===== src/rtl/decode_pkg.sv =====
// Shared constants for the instruction decode stage: class indices and default widths.
package decode_pkg;

  localparam int INSTR_W_DEF = 8;
  localparam int CLASS_W_DEF = 2;
  localparam int FIELD_W_DEF = 3;
  localparam int CNT_W_DEF   = 16;

  localparam int CLS_IMM  = 0;
  localparam int CLS_CALC = 1;
  localparam int CLS_COPY = 2;
  localparam int CLS_COND = 3;

endpackage


===== src/rtl/class_decode.sv =====
// Combinational split of a raw opcode into one-hot class, immediate and register/op fields.
module class_decode
  import decode_pkg::*;
#(
  parameter int INSTR_W = INSTR_W_DEF,
  parameter int CLASS_W = CLASS_W_DEF,
  parameter int FIELD_W = FIELD_W_DEF
) (
  input  logic [INSTR_W-1:0]         instr,
  output logic [(2**CLASS_W)-1:0]    cls_onehot,
  output logic [INSTR_W-CLASS_W-1:0] imm,
  output logic [FIELD_W-1:0]         src,
  output logic [FIELD_W-1:0]         dst_op
);

  always_comb begin
    cls_onehot = '0;
    cls_onehot[instr[INSTR_W-1 -: CLASS_W]] = 1'b1;
  end

  // Fields overlap the immediate; which one is meaningful depends on the class.
  assign imm    = instr[INSTR_W-CLASS_W-1:0];
  assign src    = instr[2*FIELD_W-1:FIELD_W];
  assign dst_op = instr[FIELD_W-1:0];

endmodule


===== src/rtl/instr_decode_stage.sv =====
// One-entry registered decode stage with valid/ready handshake and flush.
// Optional per-class take counters are enabled by defining DECODE_STATS_EN.
module instr_decode_stage
  import decode_pkg::*;
#(
  parameter int INSTR_W = INSTR_W_DEF,
  parameter int CLASS_W = CLASS_W_DEF,
  parameter int FIELD_W = FIELD_W_DEF,
  parameter int CNT_W   = CNT_W_DEF
) (
  input  logic                          clk,
  input  logic                          rst,
  input  logic                          flush,
  input  logic                          in_valid,
  output logic                          in_ready,
  input  logic [INSTR_W-1:0]            instr,
  output logic                          out_valid,
  input  logic                          out_ready,
  output logic [(2**CLASS_W)-1:0]       cls_onehot,
  output logic [INSTR_W-CLASS_W-1:0]    imm,
  output logic [FIELD_W-1:0]            src,
`ifdef DECODE_STATS_EN
  output logic [(2**CLASS_W)*CNT_W-1:0] stat_cnt,
`endif
  output logic [FIELD_W-1:0]            dst_op
);

  localparam int NCLASS = 2**CLASS_W;

  logic [NCLASS-1:0]          cls_p0;
  logic [INSTR_W-CLASS_W-1:0] imm_p0;
  logic [FIELD_W-1:0]         src_p0;
  logic [FIELD_W-1:0]         dst_p0;

  logic                       vld_p1;
  logic [NCLASS-1:0]          cls_p1;
  logic [INSTR_W-CLASS_W-1:0] imm_p1;
  logic [FIELD_W-1:0]         src_p1;
  logic [FIELD_W-1:0]         dst_p1;

  logic accept;
  logic take;

  class_decode #(
    .INSTR_W (INSTR_W),
    .CLASS_W (CLASS_W),
    .FIELD_W (FIELD_W)
  ) u_class_decode (
    .instr      (instr),
    .cls_onehot (cls_p0),
    .imm        (imm_p0),
    .src        (src_p0),
    .dst_op     (dst_p0)
  );

  assign in_ready = !vld_p1 || out_ready;
  assign accept   = in_valid && in_ready && !flush;
  assign take     = vld_p1 && out_ready;

  // p0 -> p1: decode register; data only moves on accept and is otherwise held
  always_ff @(posedge clk or posedge rst) begin
    if (rst) begin
      vld_p1 <= 1'b0;
      cls_p1 <= '0;
      imm_p1 <= '0;
      src_p1 <= '0;
      dst_p1 <= '0;
    end else begin
      if (flush) begin
        vld_p1 <= 1'b0;
      end else if (accept) begin
        vld_p1 <= 1'b1;
      end else if (take) begin
        vld_p1 <= 1'b0;
      end
      if (accept) begin
        cls_p1 <= cls_p0;
        imm_p1 <= imm_p0;
        src_p1 <= src_p0;
        dst_p1 <= dst_p0;
      end
    end
  end

  assign out_valid  = vld_p1;
  assign cls_onehot = cls_p1;
  assign imm        = imm_p1;
  assign src        = src_p1;
  assign dst_op     = dst_p1;

`ifdef DECODE_STATS_EN
  logic [CNT_W-1:0] cnt_p2 [NCLASS];

  // Each counter tracks takes of its class and sticks at all-ones; flush leaves it alone.
  for (genvar c = 0; c < NCLASS; c++) begin : g_stat
    always_ff @(posedge clk or posedge rst) begin
      if (rst) begin
        cnt_p2[c] <= '0;
      end else if (take && cls_p1[c] && (cnt_p2[c] != {CNT_W{1'b1}})) begin
        cnt_p2[c] <= cnt_p2[c] + 1'b1;
      end
    end
    assign stat_cnt[c*CNT_W +: CNT_W] = cnt_p2[c];
  end
`endif

endmodule


===== config.mk =====
export PLATFORM = sky130hd
export DESIGN_NAME = instr_decode_stage
export DESIGN_NICKNAME = d
export VERILOG_FILES = /design/src/rtl/decode_pkg.sv /design/src/rtl/class_decode.sv /design/src/rtl/instr_decode_stage.sv
export SDC_FILE = /design/constraint.sdc
export NUM_CORES = 1
export LEC_CHECK = 0
export ABC_AREA = 1
export BUFFER_PORTS_ARGS = -buffer_cell sky130_fd_sc_hd__buf_4
export CAP_MARGIN = 20
export CORE_MARGIN = 2
export CORE_UTILIZATION = 36
export DETAILED_ROUTE_END_ITERATION = 16
export GPL_TIMING_DRIVEN = 1
export PLACE_DENSITY = 0.71
export SYNTH_ARGS = -nofsm -noshare
export SYNTH_HDL_FRONTEND = slang
export SYNTH_SLANG_ARGS = --single-unit

===== constraint.sdc =====
create_clock -name clk -period 0.8 [get_ports clk]
set_clock_uncertainty 0.05 [all_clocks]
set_input_delay 0.16 -clock clk [delete_from_list [all_inputs] [get_ports clk]]
set_output_delay 0.16 -clock clk [all_outputs]
set_load 0.01 [all_outputs]

==> impl_metrics.py, run 1 <==
metrics = {
    "outcome": {
        "run_status": "finished, violations left",
        "violations": "hold timing, setup timing",
    },
    "detailed_routing": {
        "avgViaCountPerCell": 4.48,
        "wl_per_cell_um": 11.2,
        "drt_first_pass_iters": 4,
        "drc": 0,
        "wl_met1_um": 478,
        "vias": 533,
        "met3WireLength_um": 84,
        "drtIter0Drc": 12,
        "wl_met2_um": 753,
        "top_layer": "met4",
        "postRouteAntennaNets": 0,
        "drt-total-wl_um": 1330,
    },
    "logic_synthesis": {
        "synth_cell_types": 11,
        "synth_top_family_by_area": "simple AND/OR/NAND/NOR gates",
        "syn_avg_cell_area_um2": 8.40,
        "netlist_area_um2": 529,
        "postSynthNetCount": 76,
        "synthSimpleGateAreaFrac_pct": 30.0,
        "yosys-mux-area-fraction_pct": 0,
        "synthTopCellsByArea": "dfrtp_1, nand2_1, nand3_1",
        "yosys.area.top_type": "dfrtp_1",
        "yosysSeqAreaShare_pct": 52.0,
        "synth_xor_area_share_pct": 0,
        "synth_compound_area_share_pct": 0.946,
        "yosys.area_share.adder_pct": 0,
        "yosys_warnings": 0,
        "yosysTopAreaCellShare_pct": 52.0,
        "syn_inst": 63,
        "ys_ff_latch": 11,
    },
    "sta": {
        "finalSetupTns_ns": -6.36,
        "setup_viol": 29,
        "holdWs_ns": -0.159,
        "worst_slew_pin_slew_ns": 0.419,
        "min_period_ns": 1.13,
        "fin_ws_ns": -0.330,
        "rsz0062_at_grt": "true",
        "slew_viol_final": 0,
        "max-slew-margin-rel_pct": 72.1,
        "period_share_pct": 141,
        "fmax_mhz": 885,
        "finalHoldViolations": 11,
    },
    "power": {
        "peakVddDrop_mv": 1.06,
        "leakage_nw": 0.533,
        "total_power_mw": 1.66,
        "pwr_density_cell_nw_per_um2": 1780,
    },
    "setup_path": {
        "r2r_setup_slack_ns": -0.24,
        "crit_fanout": 2,
        "worst-path-buf-inv": 2,
        "crit_family": "flip-flops",
        "arrival_ns": 0.92,
        "required_ns": 0.59,
        "crit_slowest_cell": "dfrtp_1",
        "end_kind": "primary output",
        "critPathLaunchType": "flop",
        "crit_type": "flop to primary output",
        "critPathMaxStageDelay_ns": 0.37,
        "crit_top_cell": "buf_6",
        "crit_chain": "nand2_2 -> buf_6 -> buf_6",
    },
    "cells_and_area": {
        "regArea_um2": 275,
        "syn_to_final_growth_pct": 75.7,
        "final_core_util_pct": 69.7,
        "drive_gt1_share_pct": 51.9,
        "nets": 118,
        "post-route-cell-area_um2": 930,
        "stdcell_count": 119,
        "n_fill_cell": 117,
        "diodes": 0,
        "multi_input_area_um2": 178,
    },
    "floorplanning": {
        "start_util_pct": 39.7,
        "core_region_area_um2": 1330,
        "rows": 13,
        "dieArea_um2": 1790,
        "die_width_um": 42.3,
        "die-height_um": 42.3,
        "ios": 31,
    },
    "placement": {
        "dp_cells": 105,
        "hpwlAfterDp_um": 944,
        "place.gp.congestion": 0.716,
        "post-place-ws_ns": -0.169,
        "placed_cell_area_um2": 743,
        "io_buffers": 30,
    },
    "job": {
        "max_cap_violations": 0,
    },
    "grt": {
        "grt_pass1_wl_um": 2290,
        "grt-ovfl-total": 0,
        "first_global_vias": 538,
        "grt_start_max_net_pins": 12,
        "grt_antenna_before_repair": 0,
        "grt_util_all_layers_pct": 17.2,
    },
    "clock_network": {
        "htree_levels": 1,
        "path_clk_slew_ns": 0.07,
        "cts_tree": "yes",
        "numCtsBuffers": 3,
        "cts_root_buffer": "clkbuf_4",
        "cts_buffer_depth": 2,
        "clock_latency_ns": 0.25,
        "clkSinkCount": 11,
    },
    "hold_path": {
        "holdCritPathClass": "input pin to async pin",
    },
}
==> cell families after synthesis <==
kind of cell    Yosys count
flops                    11
buf+inv                  14
simple gates             37
compound gates            1
==> worst paths after layout <==
check                               from             to  cells after the start
max                            out_valid       in_ready                      3
min reg2reg                cls_onehot[0]  cls_onehot[0]                      2
min in group clk                   flush      out_valid                      2
max in group asynchronous            rst         imm[2]                      2
min                                  rst  cls_onehot[2]                      2
max reg2reg                    out_valid         imm[0]                      5
==> layout make-up <==
| type | count | share of cell area, % |
|---|---|---|
| clock buffers | 4 | 2.83 |
| repair buffers | 45 | 44.0 |
| well taps | 15 | 2.02 |
| multi-input cells | 38 | 19.1 |
| inverters | 6 | 2.42 |
| flip-flops and latches | 11 | 29.6 |
==> per-layer routing <==
layer | GRT usage [%] | vias up
li1 | - | 273
met1 | 18.4 | 239
met2 | 31.4 | 19
met3 | 5.60 | 2
met4 | 5.63 | 0
met5 | 0 | -
==> state kept, by name, indices dropped and copies added (netlist names) <==
register and cells:
out_valid 1, cls_onehot 4, imm 6
==> where the power goes <==
part           leakage, nW  internal [mW]  switching (mW)
sequential           0.139          0.627          0.0690
combinational        0.379          0.376           0.222
clock               0.0150          0.192           0.170
total                0.533           1.20           0.461
==> cells in the mapped netlist, drive strengths merged <==
| cell | instances |
|---|---|
| nand3 | 10 |
| nor2 | 4 |
| inv | 6 |
| dfrtp | 11 |
| buf | 8 |
| nand2 | 23 |
| a21oi | 1 |
==> cell usage in the layout, fill, tap and decap left out, drive strengths merged <==
master	n
nor2	4
buf	45
a21oi	1
clkbuf	4
nand3	10
inv	6
dfrtp	11
nand2	23
==> what timing repair did <==
item / CTS / global route
gates resized for setup: 20 / 2
endpoints found under the setup margin: 29 / 29
pin swaps: 1 / 0
gates cloned: 0 / 0
hold endpoints to repair: 11 / 12
buffers inserted: 5 / 5
(Power assumes the default switching activity.)
==> run 2: changes to the inputs <==
Clock period 0.8 ns to 0.91 ns, I/O delays scaled along.
==> impl_metrics.py, run 2 (synthesized netlist as in run 1, its figures left out) <==
metrics = {
    "sta": {
        "fin_ws_ns": -0.216,
        "holdWs_ns": 0.0163,
        "max-slew-margin-rel_pct": 82.9,
        "min_period_ns": 1.13,
        "fmax_mhz": 888,
        "setup_viol": 29,
        "worst_slew_pin_slew_ns": 0.257,
        "finalHoldViolations": 0,
        "slew_viol_final": 0,
        "period_share_pct": 124,
        "rsz0062_at_grt": "true",
    },
    "cells_and_area": {
        "regArea_um2": 275,
        "n_fill_cell": 98,
        "final_cell_mix": "buf_4, buf_6, nand2_1",
        "nets": 119,
        "drive_gt1_share_pct": 67.6,
        "post-route-cell-area_um2": 1030,
        "syn_to_final_growth_pct": 95.3,
        "diodes": 0,
        "largest_reg_flops": 6,
        "multi_input_area_um2": 249,
    },
    "grt": {
        "grt-ovfl-total": 0,
        "grt_pass1_wl_um": 2390,
        "first_global_vias": 547,
        "grt_start_max_net_pins": 12,
        "grt_antenna_before_repair": 0,
        "grt_util_all_layers_pct": 17.8,
    },
    "detailed_routing": {
        "drtIter0Drc": 7,
        "met3WireLength_um": 73,
        "drc": 0,
        "wl_per_cell_um": 12.2,
        "drt_first_pass_iters": 5,
        "avgViaCountPerCell": 4.63,
        "wl_met2_um": 846,
        "top_layer": "met4",
        "vias": 555,
        "wl_met1_um": 538,
        "postRouteAntennaNets": 0,
        "drt-total-wl_um": 1460,
    },
    "clock_network": {
        "htree_levels": 1,
        "cts_root_buffer": "clkbuf_4",
        "cts_buffer_depth": 2,
        "clock_latency_ns": 0.27,
        "path_clk_slew_ns": 0.07,
        "clkSinkCount": 11,
        "cts_tree": "yes",
        "numCtsBuffers": 3,
    },
    "power": {
        "peakVddDrop_mv": 0.936,
        "leakage_nw": 0.551,
        "pwr_density_cell_nw_per_um2": 1490,
        "total_power_mw": 1.54,
    },
    "floorplanning": {
        "rows": 13,
        "die-height_um": 42.3,
        "dieArea_um2": 1790,
        "ios": 31,
        "die_width_um": 42.3,
        "start_util_pct": 39.7,
        "core_region_area_um2": 1330,
    },
    "setup_path": {
        "end_kind": "primary output",
        "arrival_ns": 0.89,
        "crit_family": "flip-flops",
        "worst-path-buf-inv": 2,
        "crit_top_cell": "buf_6",
        "crit_chain": "buf_6 -> buf_6",
        "crit_slowest_cell": "dfrtp_1",
        "crit_fanout": 2,
        "critPathMaxStageDelay_ns": 0.40,
        "critPathLaunchType": "flop",
        "crit_type": "flop to primary output",
        "required_ns": 0.68,
    },
    "job": {
        "max_cap_violations": 0,
    },
    "placement": {
        "place.gp.congestion": 0.686,
        "hpwlAfterDp_um": 940,
        "placed_cell_area_um2": 736,
        "post-place-ws_ns": -0.0793,
        "io_buffers": 30,
    },
    "outcome": {
        "violations": "setup timing",
        "run_status": "finished, violations left",
    },
    "hold_path": {
        "holdCritPathClass": "input pin to flop",
    },
}
[run 2: path summary, 6_finish.rpt]
kind                                     from            end  cells after the start  slack (ns)
worst max-delay path                out_valid      out_valid                      2       -0.22
worst min-delay path                    flush      out_valid                      2        0.02
worst max register to register      out_valid         imm[5]                      5       -0.15
worst min register to register  cls_onehot[0]  cls_onehot[0]                      2        0.46
max in group asynchronous                 rst         imm[5]                      3        0.26
min in group asynchronous                 rst         imm[3]                      3        0.36
[run 2: final cells by class]
class | count | share of cell area [%]
inverters | 6 | 2.54
multi-input cells | 38 | 24.1
well taps | 15 | 1.82
flip-flops and latches | 11 | 26.6
clock buffers | 4 | 2.54
repair buffers | 46 | 42.4
[run 2: power breakdown]
group / internal (mW) / switching, mW / leakage, nW
Combinational: 0.361 / 0.229 / 0.397
Sequential: 0.551 / 0.0643 / 0.139
Clock: 0.169 / 0.170 / 0.0150
[run 2: metrics by stage]
stage,util (%),setup TNS (ns),cells
after floorplan,-,0,63
after global routing,77.5,-5.00,120
final,77.5,-3.85,120
after global placement,55.2,-0.285,104
after CTS,73.8,-3.73,116
after detailed placement,55.2,-0.691,104
[run 2: repair_timing]
item,CTS,global route
hold buffers,1,0
endpoints found under the setup margin,28,40
endpoints found under the hold margin,11,0
gates resized for setup,41,5
buffers inserted,7,4
pin swaps,9,1
[run 2: layer usage]
layer	track usage (%)	up-vias
li1	-	273
met1	19.2	262
met2	33.8	18
met3	2.59	2
met4	7.50	0
met5	0	-
==> run 3: changes to the inputs <==
Settings changed: ABC_AREA 1 to default, BUFFER_PORTS_ARGS -buffer_cell sky130_fd_sc_hd__buf_4 to -buffer_cell sky130_fd_sc_hd__clkbuf_2, CTS_CLUSTER_DIAMETER from default to 50, PLACE_DENSITY 0.71 to 0.72.
==> impl_metrics.py, run 3 <==
metrics = {
    "outcome": {
        "run_status": "finished, violations left",
        "violations": "setup timing",
    },
    "cells_and_area": {
        "post-route-cell-area_um2": 826,
        "final_core_util_pct": 62.7,
        "largest_reg_flops": 6,
        "n_fill_cell": 117,
        "diodes": 0,
        "drive_gt1_share_pct": 75.3,
        "final_cell_mix": "clkbuf_2, dfrtp_1, buf_4",
        "final_common_cell": "clkbuf_2",
        "nets": 95,
        "syn_to_final_growth_pct": 62.6,
    },
    "sta": {
        "period_share_pct": 153,
        "rsz0062_at_grt": "true",
        "max-slew-margin-rel_pct": 83.7,
        "min_period_ns": 1.39,
        "worst_slew_pin_slew_ns": 0.244,
        "setup_viol": 29,
        "finalHoldViolations": 0,
        "fmax_mhz": 717,
        "fin_ws_ns": -0.485,
        "slew_viol_final": 0,
    },
    "placement": {
        "post-place-ws_ns": -0.459,
        "place.gp.congestion": 0.673,
        "placed_cell_area_um2": 651,
        "io_buffers": 30,
        "hpwlAfterDp_um": 789,
    },
    "power": {
        "total_power_mw": 1.42,
        "peakVddDrop_mv": 0.879,
        "leakage_nw": 0.453,
        "pwr_density_cell_nw_per_um2": 1720,
    },
    "setup_path": {
        "required_ns": 1.01,
        "critPathLaunch": "out_valid",
        "arrival_ns": 1.49,
        "rr_startpoint": "out_valid",
        "end_kind": "flop",
        "crit_type": "flop to flop",
        "critPathLaunchType": "flop",
        "crit_fanout": 6,
    },
    "grt": {
        "grt_pass1_wl_um": 1770,
        "grt_util_all_layers_pct": 13.4,
        "grt_antenna_before_repair": 0,
        "grt_start_max_net_pins": 12,
        "grt-ovfl-total": 0,
        "first_global_vias": 432,
    },
    "floorplanning": {
        "die-height_um": 41.6,
        "core_region_area_um2": 1320,
        "ios": 31,
        "rows": 13,
        "dieArea_um2": 1730,
        "die_width_um": 41.6,
        "start_util_pct": 38.6,
    },
    "logic_synthesis": {
        "yosysTopAreaCellShare_pct": 54.2,
        "ys_ff_latch": 11,
        "syn_avg_cell_area_um2": 13.0,
        "synthArstFlopShare_pct": 100,
        "netlist_area_um2": 508,
        "postSynthNetCount": 52,
        "yosys.area.top_type": "dfrtp_1",
        "ys.flop_type": "dfrtp_1",
        "synthTopCellsByArea": "dfrtp_1, mux2_2, buf_4",
        "yosys-top-cells-count": "dfrtp_1, mux2_2, buf_4",
        "yosys_warnings": 0,
        "synth_edf_count": 0,
        "synth_most_common_cell": "dfrtp_1",
        "yosysSeqAreaShare_pct": 54.2,
        "syn_inst": 39,
        "synth_cell_types": 11,
    },
    "detailed_routing": {
        "drtIter0Drc": 2,
        "drc": 0,
        "postRouteAntennaNets": 0,
        "drt-total-wl_um": 1170,
        "drt_first_pass_iters": 2,
        "wl_per_cell_um": 12.2,
        "avgViaCountPerCell": 4.34,
        "vias": 417,
    },
    "clock_network": {
        "htree_levels": 1,
        "cts_tree": "yes",
        "path_clk_slew_ns": 0.07,
        "numCtsBuffers": 3,
        "cts_buffer_depth": 2,
        "clkSinkCount": 11,
        "clock_latency_ns": 0.26,
        "cts_root_buffer": "clkbuf_4",
    },
    "job": {
        "max_cap_violations": 0,
    },
    "hold_path": {
        "hp-start": "flush",
        "holdCritPathClass": "input pin to flop",
    },
}
-- run 3: area by class of cell --
type                    instances  area, µm²  share of cell area, %
flip-flops and latches         11        275                   33.3
repair buffers                 45        289                   35.0
well taps                      15       18.8                   2.27
multi-input cells              18        201                   24.4
inverters                       3       15.0                   1.82
clock buffers                   4       26.3                   3.18
-- run 3: worst max-delay path, cell delays in order (launching register included) --
cell and delay, ns:
dfrtp_1 0.38, nor2b_4 0.13, nor3b_2 0.20, buf_4 0.21, mux2_4 0.32
-- run 3: what timing repair did --
item	CTS	global route
pin swaps	0	1
buffers inserted	4	6
hold buffers	1	0
endpoints found under the hold margin	11	0
setup endpoints to repair	28	32
gates resized for setup	6	13
-- run 3: metal layers --
metal	up-vias	wire (µm)	global-route usage (%)
met2	16	620	23.4
met4	0	0	5.81
li1	205	-	-
met3	0	74	3.48
met1	196	479	15.1
met5	-	0	0
-- run 3: per-stage QoR --
| stage | TNS (ns) | hold WS [ns] | cells |
|---|---|---|---|
| 2_1_floorplan | -4.17 | -0.0156 | 39 |
| 3_3_place_gp | -4.04 | 0.125 | 81 |
| 3_5_place_dp | -4.36 | 0.131 | 81 |
| 4_1_cts | -6.63 | 0.0422 | 90 |
| 5_1_grt | -8.00 | 0.0444 | 96 |
| 6_report | -7.00 | 0.0511 | 96 |
-- run 3: kinds of logic after synthesis --
family	synth area share (%)
and+or+nand+nor	10.6
buffers and inverters	13.3
DFF	54.2
muxes	21.9
-- run 3: power breakdown --
part / internal [mW] / switching, mW
Sequential: 0.563 / 0.0487
Combinational: 0.292 / 0.195
Clock: 0.169 / 0.157
-- run 3: final timing paths --
path | to | slack [ns] | cells past startpoint
max | cls_onehot[2] | -0.48 | 4
min | out_valid | 0.05 | 2
max reg2reg | cls_onehot[2] | -0.48 | 4
min reg2reg | cls_onehot[0] | 0.48 | 1
max in group asynchronous | imm[0] | 0.29 | 3
min in group asynchronous | cls_onehot[2] | 0.34 | 3
